`src/rtl/vga_timing_gen.sv`:
```
// VGA raster timing: fsm_clk divider to a pixel tick, h/v counters and one registered output stage.
// Outputs change together one fsm_clk after each pix_tick; enable=0 freezes all state (no backpressure).
module vga_timing_gen #(
   parameter int CLK_DIV  = 2,
   parameter int H_ACTIVE = 640,
   parameter int H_FP     = 16,
   parameter int H_SYNC   = 96,
   parameter int H_BP     = 48,
   parameter int V_ACTIVE = 480,
   parameter int V_FP     = 10,
   parameter int V_SYNC   = 2,
   parameter int V_BP     = 33
) (
   input  logic       fsm_clk,
   input  logic       rst_n,
   input  logic       enable,
   output logic       pix_tick,
   output logic [9:0] x_coord,
   output logic [9:0] y_coord,
   output logic       hsync,
   output logic       vsync,
   output logic       video_on,
   output logic       frame_start
);

   localparam int H_TOTAL = H_ACTIVE + H_FP + H_SYNC + H_BP;
   localparam int V_TOTAL = V_ACTIVE + V_FP + V_SYNC + V_BP;
   localparam int DIV_W   = (CLK_DIV > 1) ? $clog2(CLK_DIV) : 1;

   localparam logic [DIV_W-1:0] DIV_LAST = DIV_W'(CLK_DIV - 1);
   localparam logic [9:0]  H_LAST = 10'(H_TOTAL - 1);
   localparam logic [9:0]  V_LAST = 10'(V_TOTAL - 1);
   localparam logic [9:0]  H_VIS  = 10'(H_ACTIVE);
   localparam logic [9:0]  V_VIS  = 10'(V_ACTIVE);
   localparam logic [9:0]  HS_BEG = 10'(H_ACTIVE + H_FP);
   localparam logic [9:0]  VS_BEG = 10'(V_ACTIVE + V_FP);
   // Sync ends are 11 bits so a pulse running to the last count of a 1024 total still compares correctly.
   localparam logic [10:0] HS_END = 11'(H_ACTIVE + H_FP + H_SYNC);
   localparam logic [10:0] VS_END = 11'(V_ACTIVE + V_FP + V_SYNC);

   logic [DIV_W-1:0] div_q, div_d;
   logic [9:0]       h_q, h_d;
   logic [9:0]       v_q, v_d;
   logic             tick;

   logic [9:0]       x_q, x_d;
   logic [9:0]       y_q, y_d;
   logic             hsync_q, hsync_d;
   logic             vsync_q, vsync_d;
   logic             video_q, video_d;
   logic             frame_q, frame_d;

   always_comb begin
      tick  = enable && (div_q == DIV_LAST);
      div_d = div_q;
      h_d   = h_q;
      v_d   = v_q;
      if (enable) begin
         div_d = (div_q == DIV_LAST) ? '0 : div_q + 1'b1;
      end
      if (tick) begin
         if (h_q == H_LAST) begin
            h_d = '0;
            v_d = (v_q == V_LAST) ? '0 : v_q + 10'd1;
         end else begin
            h_d = h_q + 10'd1;
         end
      end
   end

   // Output stage samples the counters before they step on the same edge.
   always_comb begin
      x_d     = x_q;
      y_d     = y_q;
      hsync_d = hsync_q;
      vsync_d = vsync_q;
      video_d = video_q;
      frame_d = 1'b0;
      if (tick) begin
         x_d     = h_q;
         y_d     = v_q;
         hsync_d = !((h_q >= HS_BEG) && ({1'b0, h_q} < HS_END));
         vsync_d = !((v_q >= VS_BEG) && ({1'b0, v_q} < VS_END));
         video_d = (h_q < H_VIS) && (v_q < V_VIS);
         frame_d = (h_q == 10'd0) && (v_q == 10'd0);
      end
   end

   always_ff @(posedge fsm_clk or negedge rst_n) begin
      if (!rst_n) begin
         div_q <= '0;
         h_q   <= '0;
         v_q   <= '0;
      end else begin
         div_q <= div_d;
         h_q   <= h_d;
         v_q   <= v_d;
      end
   end

   always_ff @(posedge fsm_clk or negedge rst_n) begin
      if (!rst_n) begin
         x_q     <= '0;
         y_q     <= '0;
         hsync_q <= 1'b1;
         vsync_q <= 1'b1;
         video_q <= 1'b0;
         frame_q <= 1'b0;
      end else begin
         x_q     <= x_d;
         y_q     <= y_d;
         hsync_q <= hsync_d;
         vsync_q <= vsync_d;
         video_q <= video_d;
         frame_q <= frame_d;
      end
   end

   // Gated by reset so the strobe is low while held in reset, even with CLK_DIV=1.
   assign pix_tick    = tick && rst_n;
   assign x_coord     = x_q;
   assign y_coord     = y_q;
   assign hsync       = hsync_q;
   assign vsync       = vsync_q;
   assign video_on    = video_q;
   assign frame_start = frame_q;

endmodule

```
`config.mk`:
```
export PLATFORM = sky130hd
export DESIGN_NAME = vga_timing_gen
export DESIGN_NICKNAME = d
export VERILOG_FILES = /design/src/rtl/vga_timing_gen.sv
export SDC_FILE = /design/constraint.sdc
export NUM_CORES = 1
export LEC_CHECK = 0
export CAP_MARGIN = 5
export CORE_MARGIN = 2
export CORE_UTILIZATION = 35
export CTS_CLUSTER_DIAMETER = 50
export DETAILED_ROUTE_END_ITERATION = 7
export GPL_ROUTABILITY_DRIVEN = 0
export GPL_TIMING_DRIVEN = 0
export PLACE_DENSITY = 0.55
export SYNTH_ARGS = -nofsm -noshare
export SYNTH_HDL_FRONTEND = slang
export SYNTH_SLANG_ARGS = --single-unit
```
`constraint.sdc`:
```
create_clock -name fsm_clk -period 1.6 [get_ports fsm_clk]
set_clock_uncertainty 0.05 [all_clocks]
set_input_delay 0.24 -clock fsm_clk [delete_from_list [all_inputs] [get_ports fsm_clk]]
set_output_delay 0.24 -clock fsm_clk [all_outputs]
set_load 0.05 [all_outputs]
```
==> Word-level counts from Yosys, hierarchy flattened <==
Cells that the tools add are included.
{ "word_totals": {"elab_cells": 35, "input_bits": 3, "out_inout_bits": 25, "regBits": 45} }
{ "classes": {"magnitude_cmp": 6, "mux": 4, "add_sub_neg": 3, "eq_ne": 2, "reduce_logical": 11} }
{ "op_table": {"columns": ["operator", "n"], "rows": [
  ["10-bit by 1-bit adder with 10-bit output (second input constant)", 2],
  ["10-bit == test (second input constant)", 2],
  ["10-bit zero test", 2],
  ["10-bit less-than comparator (second input constant)", 2],
  ["10-bit by 9-bit less-than comparator with 1-bit output (second input constant)", 2],
  ["10-bit two-way mux", 2],
  ["10-bit greater-or-equal comparator (second input constant)", 1],
  ["10-bit by 9-bit greater-or-equal comparator with 1-bit output (second input constant)", 1],
  ["1-bit logical AND", 6],
  ["1-bit zero test", 2],
  ["1-bit two-way mux", 2],
  ["2-bit AND reduction", 1],
  ["1-bit adder (second input constant)", 1]
]} }

==> Logic depth before layout (Yosys ltp) <==
Gate-level depths: netlist (run 1).
{ "logic_depth": {"word_depth": 3, "ltp_mapped": 6, "mapped_depth_nobuf": 5} }

==> Worst setup path before layout (run 1) <==
Ideal clock, no wire load.
{ "synth_timing": {"path_type": "flip-flop to flip-flop", "startpoint": "reg h_q[6]", "endpoint": "reg v_q[9]", "t_arrival_ps": 1488, "path_stages_with_launch": 5, "period_less_slack_ps": 1670, "path_buffers": 0, "setup_slack_ps": -70, "required_time_ps": 1419, "cell_sequence": "dfrtp_1 -> or2_4 -> or4_1 -> o32ai_1 -> a211oi_1"} }
{ "synth_between": {"elab_chain_cells": 2} }
{ "synth_lines": {"columns": ["element", "line_no", "rtl"], "rows": [
  ["start: declaration", "42", "logic [9:0] h_q, h_d;"],
  ["start signal: assignment", "92", "h_q <= '0;"],
  ["start signal: assignment", "96", "h_q <= h_d;"],
  ["10-bit == test", "62", "if (h_q == H_LAST) begin"],
  ["2-bit AND reduction (no source line)", null, null],
  ["end signal: assignment", "97", "v_q <= v_d;"],
  ["end: declaration", "43", "logic [9:0] v_q, v_d;"]
]} }
Every way passes these cells.
A chain may end at the register's enable or synchronous reset.

==> Worst setup path in the final report (run 1) <==
{ "layout_timing": {"startpoint": "reg h_q[0]", "endpoint": "reg h_q[9]"} }
{ "layout_between": {"elab_chain_cells": 2, "word_cells_on_any_way": 3, "cone_classes": "add/sub (1); eq/ne (1); mux (1)"} }
{ "layout_lines": {"columns": ["element", "line_no"], "rows": [
  ["10-bit by 1-bit adder with 10-bit output or 10-bit == test (tied branches)", "66, 62"],
  ["10-bit two-way mux (*)", "62"]
]} }
Every way passes the cells marked *; elsewhere a longest branch is shown, timed or not.

==> results.cfg, run 1 <==
[drt]
drcViolationCount = 0
ant_nets = 0
dr.pass1.iters = 5
routedWlPerCell_um = 14.4
via_per_inst = 4.91
drt_wl_total_um = 5160
vias = 1758
initialDrtViolationCount = 84

[outcome]
violations = negative setup slack
status = complete, but fails checks

[setup_path]
required_ps = 1730
endpoint_kind = flip-flop
cp.arrival_ps = 1780
critPathKind = reg -> reg
crit_fanout = 5
critPathLaunchType = flip-flop

[power]
switchingPower_mw = 1.54
seqPwrFrac_pct = 41.3
p_clk_share_pct = 18.7
leakage_nw = 1.46
finalPower_mw = 3.70
powerDensity_mw_per_mm2 = 1260
p_int_mw = 2.16
combPwrFrac_pct = 40.1
netSwitchingFraction_pct = 41.6
vdd_ir_drop_max_uv = 683

[synth]
synthFlopType = dfrtp_1
syn_inst = 222
synthArstFlopShare_pct = 100
synth_area_sq_mm = 0.00212
syn_nets = 230
avgSynthCellArea_sq_um = 9.55
synth-edff-count = 0
ys_types = 39
synth_top_cell_by_area = dfrtp_1
yosysTopAreaCellShare_pct = 50.7
synthTopCellsByArea = dfrtp_1 (51%), nand2_1 (11%), o21ai_0 (4.0%)
yosys_warnings = 0
yosysSeqAreaShare_pct = 53.2
ys_seq_elements = 45

[sta]
finalSetupViolations = 7
final_max_slew_viol_count = 0
rsz0062_at_grt = yes
slew_headroom_pct = 66.4
finalWorstSetupSlack_ps = -46.6
hold_viol_final = 0
fmax_ghz = 0.607
timing.hold.ws_ps = 298
worstMarginPinSlew_ps = 503
fin_crit_ps = 1650
finalCritPeriodShare_pct = 103
fin_setup_tns_ps = -222

[cts]
root_buffer = clkbuf_8
cts_max_level = 2
clock_latency_ps = 300
clock-sinks = 45
cts_tree = yes
clkTransAtPathRegs_ps = 80
cts_buffers = 5
cts.path.max_buffers = 2

[finish]
nFillCells = 582
final_cell_mix = nand2_1 (60), dfrtp_1 (35), buf_4 (22), dlygate4sd2_1 (22), o21ai_0 (15)
finalNetCount = 290
final_area_sq_mm = 0.00293
post-route-util_pct = 49.8
layout_commonest_cell = nand2_1
antenna_cells = 0
final-instance-count-excl-fill = 358
multi_input_area_sq_mm = 0.00103
seq_area_sq_mm = 0.00114
syn2layout_area_growth_pct = 38.1
drive_above_1_share_pct = 27.6

[die]
ioPinCount = 28
die_w_um = 81.8
fp.dieArea_sq_mm = 0.00670
fp-row-count = 28
start_util_pct = 36.0
core_area_sq_mm = 0.00589
die_h_um = 81.8

[global_routing]
antenna_found_initial = 0
track_usage_pct = 16.5
gr-total-overflow = 0
grt_max_degree = 34
grt_pass1_vias = 1654
grt_pass1_wl_um = 8350

[placed_design]
dp_cells = 324
dp_hpwl_um = 3240
portBuffers = 26
place_area_sq_mm = 0.00250
pre_cts_ws_ps = -500

[hold_path]
hold_path.class = in -> reg

[flow_run]
maxCapViolCount = 0
worst max-delay path: stages (launching register included):
cell	delay [ps]
dfrtp_1	380
ha_2	220
buf_6	110
and3_4	200
nand4_4	130
buf_4	180
buf_4	130
nand3_1	60
o21ai_0	70
worst paths after layout:
check | start | end | slack, ps | cells after the start
max | h_q[0] | h_q[9] | -50 | 8
max in group asynchronous | rst_n | div_q | 660 | 4
min reg2reg | vsync | vsync | 420 | 2
min | enable | div_q | 300 | 2
min in group asynchronous | rst_n | y_coord[2] | 410 | 2
max reg2reg | h_q[0] | h_q[9] | -50 | 8
power groups by stage:
stage	clock (mW)	combinational [mW]	sequential [mW]
final	0.690	1.48	1.53
after global placement	0	1.33	1.52
after floorplan	0	0.506	1.93
after detailed placement	0	1.35	1.53
after CTS	0.710	1.42	1.53
after global routing	0.748	1.59	1.56
cell usage after synthesis (2+ instances only):
| cell type | instances |
|---|---|
| ha_1 | 5 |
| nand4_1 | 5 |
| xor2_1 | 5 |
| nand3_1 | 11 |
| and4_1 | 2 |
| dfstp_2 | 2 |
| nor3_1 | 4 |
| and3_1 | 5 |
| xnor2_1 | 7 |
| or3_1 | 2 |
| clkbuf_1 | 9 |
| nand2_1 | 61 |
| o21ai_0 | 17 |
| buf_2 | 2 |
| or4_1 | 2 |
| inv_1 | 7 |
| a21oi_1 | 5 |
| nor2_1 | 6 |
| nor4_1 | 3 |
| dfrtp_1 | 43 |
per-layer routing:
metal	wire (um)	GRT usage, %	vias to the layer above
met5	0	0	-
met4	63	4.83	0
met3	252	3.30	5
met2	2310	25.4	48
met1	2530	23.5	829
li1	-	-	876
state kept, by name, indices dropped and copies added (netlist names):
register	flops
v_q	10
div_q	1
video_on	1
frame_start	1
h_q	10
vsync	1
y_coord	10
hsync	1
x_coord	10
layout make-up:
type | count | share of cell area [%]
repair buffers | 54 | 16.4
clock inverters | 2 | 0.342
well taps | 75 | 3.20
inverters | 7 | 0.897
plain buffers | 11 | 2.82
clock buffers | 6 | 2.48
multi-input cells | 158 | 35.0
flip-flops and latches | 45 | 38.9
kinds of logic (layout without fill, tap and decap cells):
logic type / count (synthesis) / in the layout / share of synthesized area [%]
xor+xnor: 12 / 12 / 4.96
simple gates: 113 / 113 / 27.8
flops: 45 / 45 / 53.2
fa+ha+maj: 5 / 5 / 2.95
buf+inv: 19 / 80 / 3.54
compound gates: 28 / 28 / 7.49
repair_timing:
item	4_1_cts	5_1_grt
pin swaps	8	6
buffers inserted	20	4
hold buffers	3	0
gates resized for setup	58	21
endpoints found under the hold margin	44	0
setup endpoints to repair	42	21
No activity file was read; power rests on OpenSTA's default activity.
==> run 2: changes to the inputs <==
- CELL_PAD_IN_SITES_DETAIL_PLACEMENT: unset -> 0
- CELL_PAD_IN_SITES_GLOBAL_PLACEMENT: unset -> 1
- HOLD_SLACK_MARGIN: unset -> 0.06
- PLACE_DENSITY: 0.55 -> 0.68
- TNS_END_PERCENT: unset -> 100
==> results.cfg, run 2 (synthesis results as in run 1) <==
[sta]
fmax_ghz = 0.594
rsz0062_at_grt = yes
worstMarginPinSlew_ps = 859
fin_crit_ps = 1680
fin_setup_tns_ps = -323
timing.hold.ws_ps = 278
finalCritPeriodShare_pct = 105
final_max_slew_viol_count = 0
slew_headroom_pct = 42.6
finalSetupViolations = 8
hold_viol_final = 0
finalWorstSetupSlack_ps = -83.3

[hold_path]
hold_path.class = in -> reg
min_path_cells = 2

[die]
die_h_um = 81.8
die_w_um = 81.8
fp-row-count = 28
start_util_pct = 36.0
core_area_sq_mm = 0.00589
fp.dieArea_sq_mm = 0.00670
ioPinCount = 28

[drt]
initialDrtViolationCount = 116
vias = 1810
dr.pass1.iters = 4
ant_nets = 0
routedWlPerCell_um = 14.9
via_per_inst = 5.04
drt_wl_total_um = 5360
drcViolationCount = 0

[finish]
final-instance-count-excl-fill = 359
final_area_sq_mm = 0.00304
finalNetCount = 291
post-route-util_pct = 51.6
syn2layout_area_growth_pct = 43.1
final_cell_mix = nand2_1 (59), dfrtp_1 (37), dlygate4sd2_1 (22), buf_4 (22), o21ai_0 (15)
layout_commonest_cell = nand2_1
nFillCells = 564
drive_above_1_share_pct = 28.9
antenna_cells = 0

[cts]
cts_tree = yes
clkTransAtPathRegs_ps = 80
clock_latency_ps = 300
cts_buffers = 5
cts_max_level = 2
clock-sinks = 45
root_buffer = clkbuf_8
cts.path.max_buffers = 2

[power]
finalPower_mw = 3.93
vdd_ir_drop_max_uv = 779
leakage_nw = 1.47
powerDensity_mw_per_mm2 = 1290

[placed_design]
dp_hpwl_um = 3380
pre_cts_ws_ps = -420
portBuffers = 26
place_area_sq_mm = 0.00250
dp_cells = 324

[setup_path]
cp.depth = 4
crit_chain = nand3_4 > or4_4 > o32ai_4 > a211oi_2
critPathKind = reg -> reg
path_delay_family = simple AND/OR/NAND/NOR gates
endpoint_kind = flip-flop
r2r_cells = 4
slowest_stage = or4_4
max_stage_delay_ps = 580
cp.arrival_ps = 1820
critPathLaunchType = flip-flop
crit_fanout = 7
required_ps = 1730
crit_buf_inv = 0

[global_routing]
track_usage_pct = 16.6
antenna_found_initial = 0
grt_pass1_vias = 1738
gr-total-overflow = 0
grt_max_degree = 26
grt_pass1_wl_um = 8550

[flow_run]
maxCapViolCount = 0

[outcome]
status = complete, but fails checks
violations = negative setup slack
==> run 2: changes by cell type in the layout (fill, tap and decap cells not counted), moves of 2 or more <==
cell	before	now
nor2_4	0	3
clkbuf_1	5	3
nor2_2	3	0
clkinv_2	2	0
dfrtp_1	35	37
dfrtp_2	8	6
==> run 2: path summary, 6_finish.rpt <==
kind / startpoint / slack, ps / end
worst max-delay path: v_q[9] / -80 / v_q[9]
worst min-delay path: enable / 280 / div_q
worst max register to register: v_q[9] / -80 / v_q[9]
worst min register to register: vsync / 420 / vsync
max in group asynchronous: rst_n / 360 / h_q[5]
min in group asynchronous: rst_n / 470 / hsync
==> run 2: final cells by class <==
type | count | area [sq um] | share of cell area, %
buffer | 11 | 85.1 | 2.80
clock buffer | 7 | 86.3 | 2.84
clock inverter | 1 | 30.0 | 0.989
inverter | 7 | 26.3 | 0.866
multi-input combinational | 158 | 1080 | 35.7
sequential | 45 | 1140 | 37.4
tap | 75 | 93.8 | 3.09
timing repair buffer | 55 | 493 | 16.2
==> run 2: metal layers <==
metal | wire length, um | track usage (%)
met4 | 49 | 3.67
met1 | 2490 | 21.7
met3 | 133 | 3.63
met2 | 2680 | 28.3
met5 | 0 | 0
==> run 2: repair_timing <==
action	CTS	global route
hold buffers	2	0
gates resized for setup	59	30
setup endpoints to repair	43	15
endpoints found under the hold margin	19	0
setup buffers	14	12
pin swaps	5	15
==> run 2: power breakdown <==
group	switching, mW	internal (mW)	total, mW
Clock	0.388	0.510	0.898
Combinational	0.991	0.503	1.49
Sequential	0.174	1.37	1.54
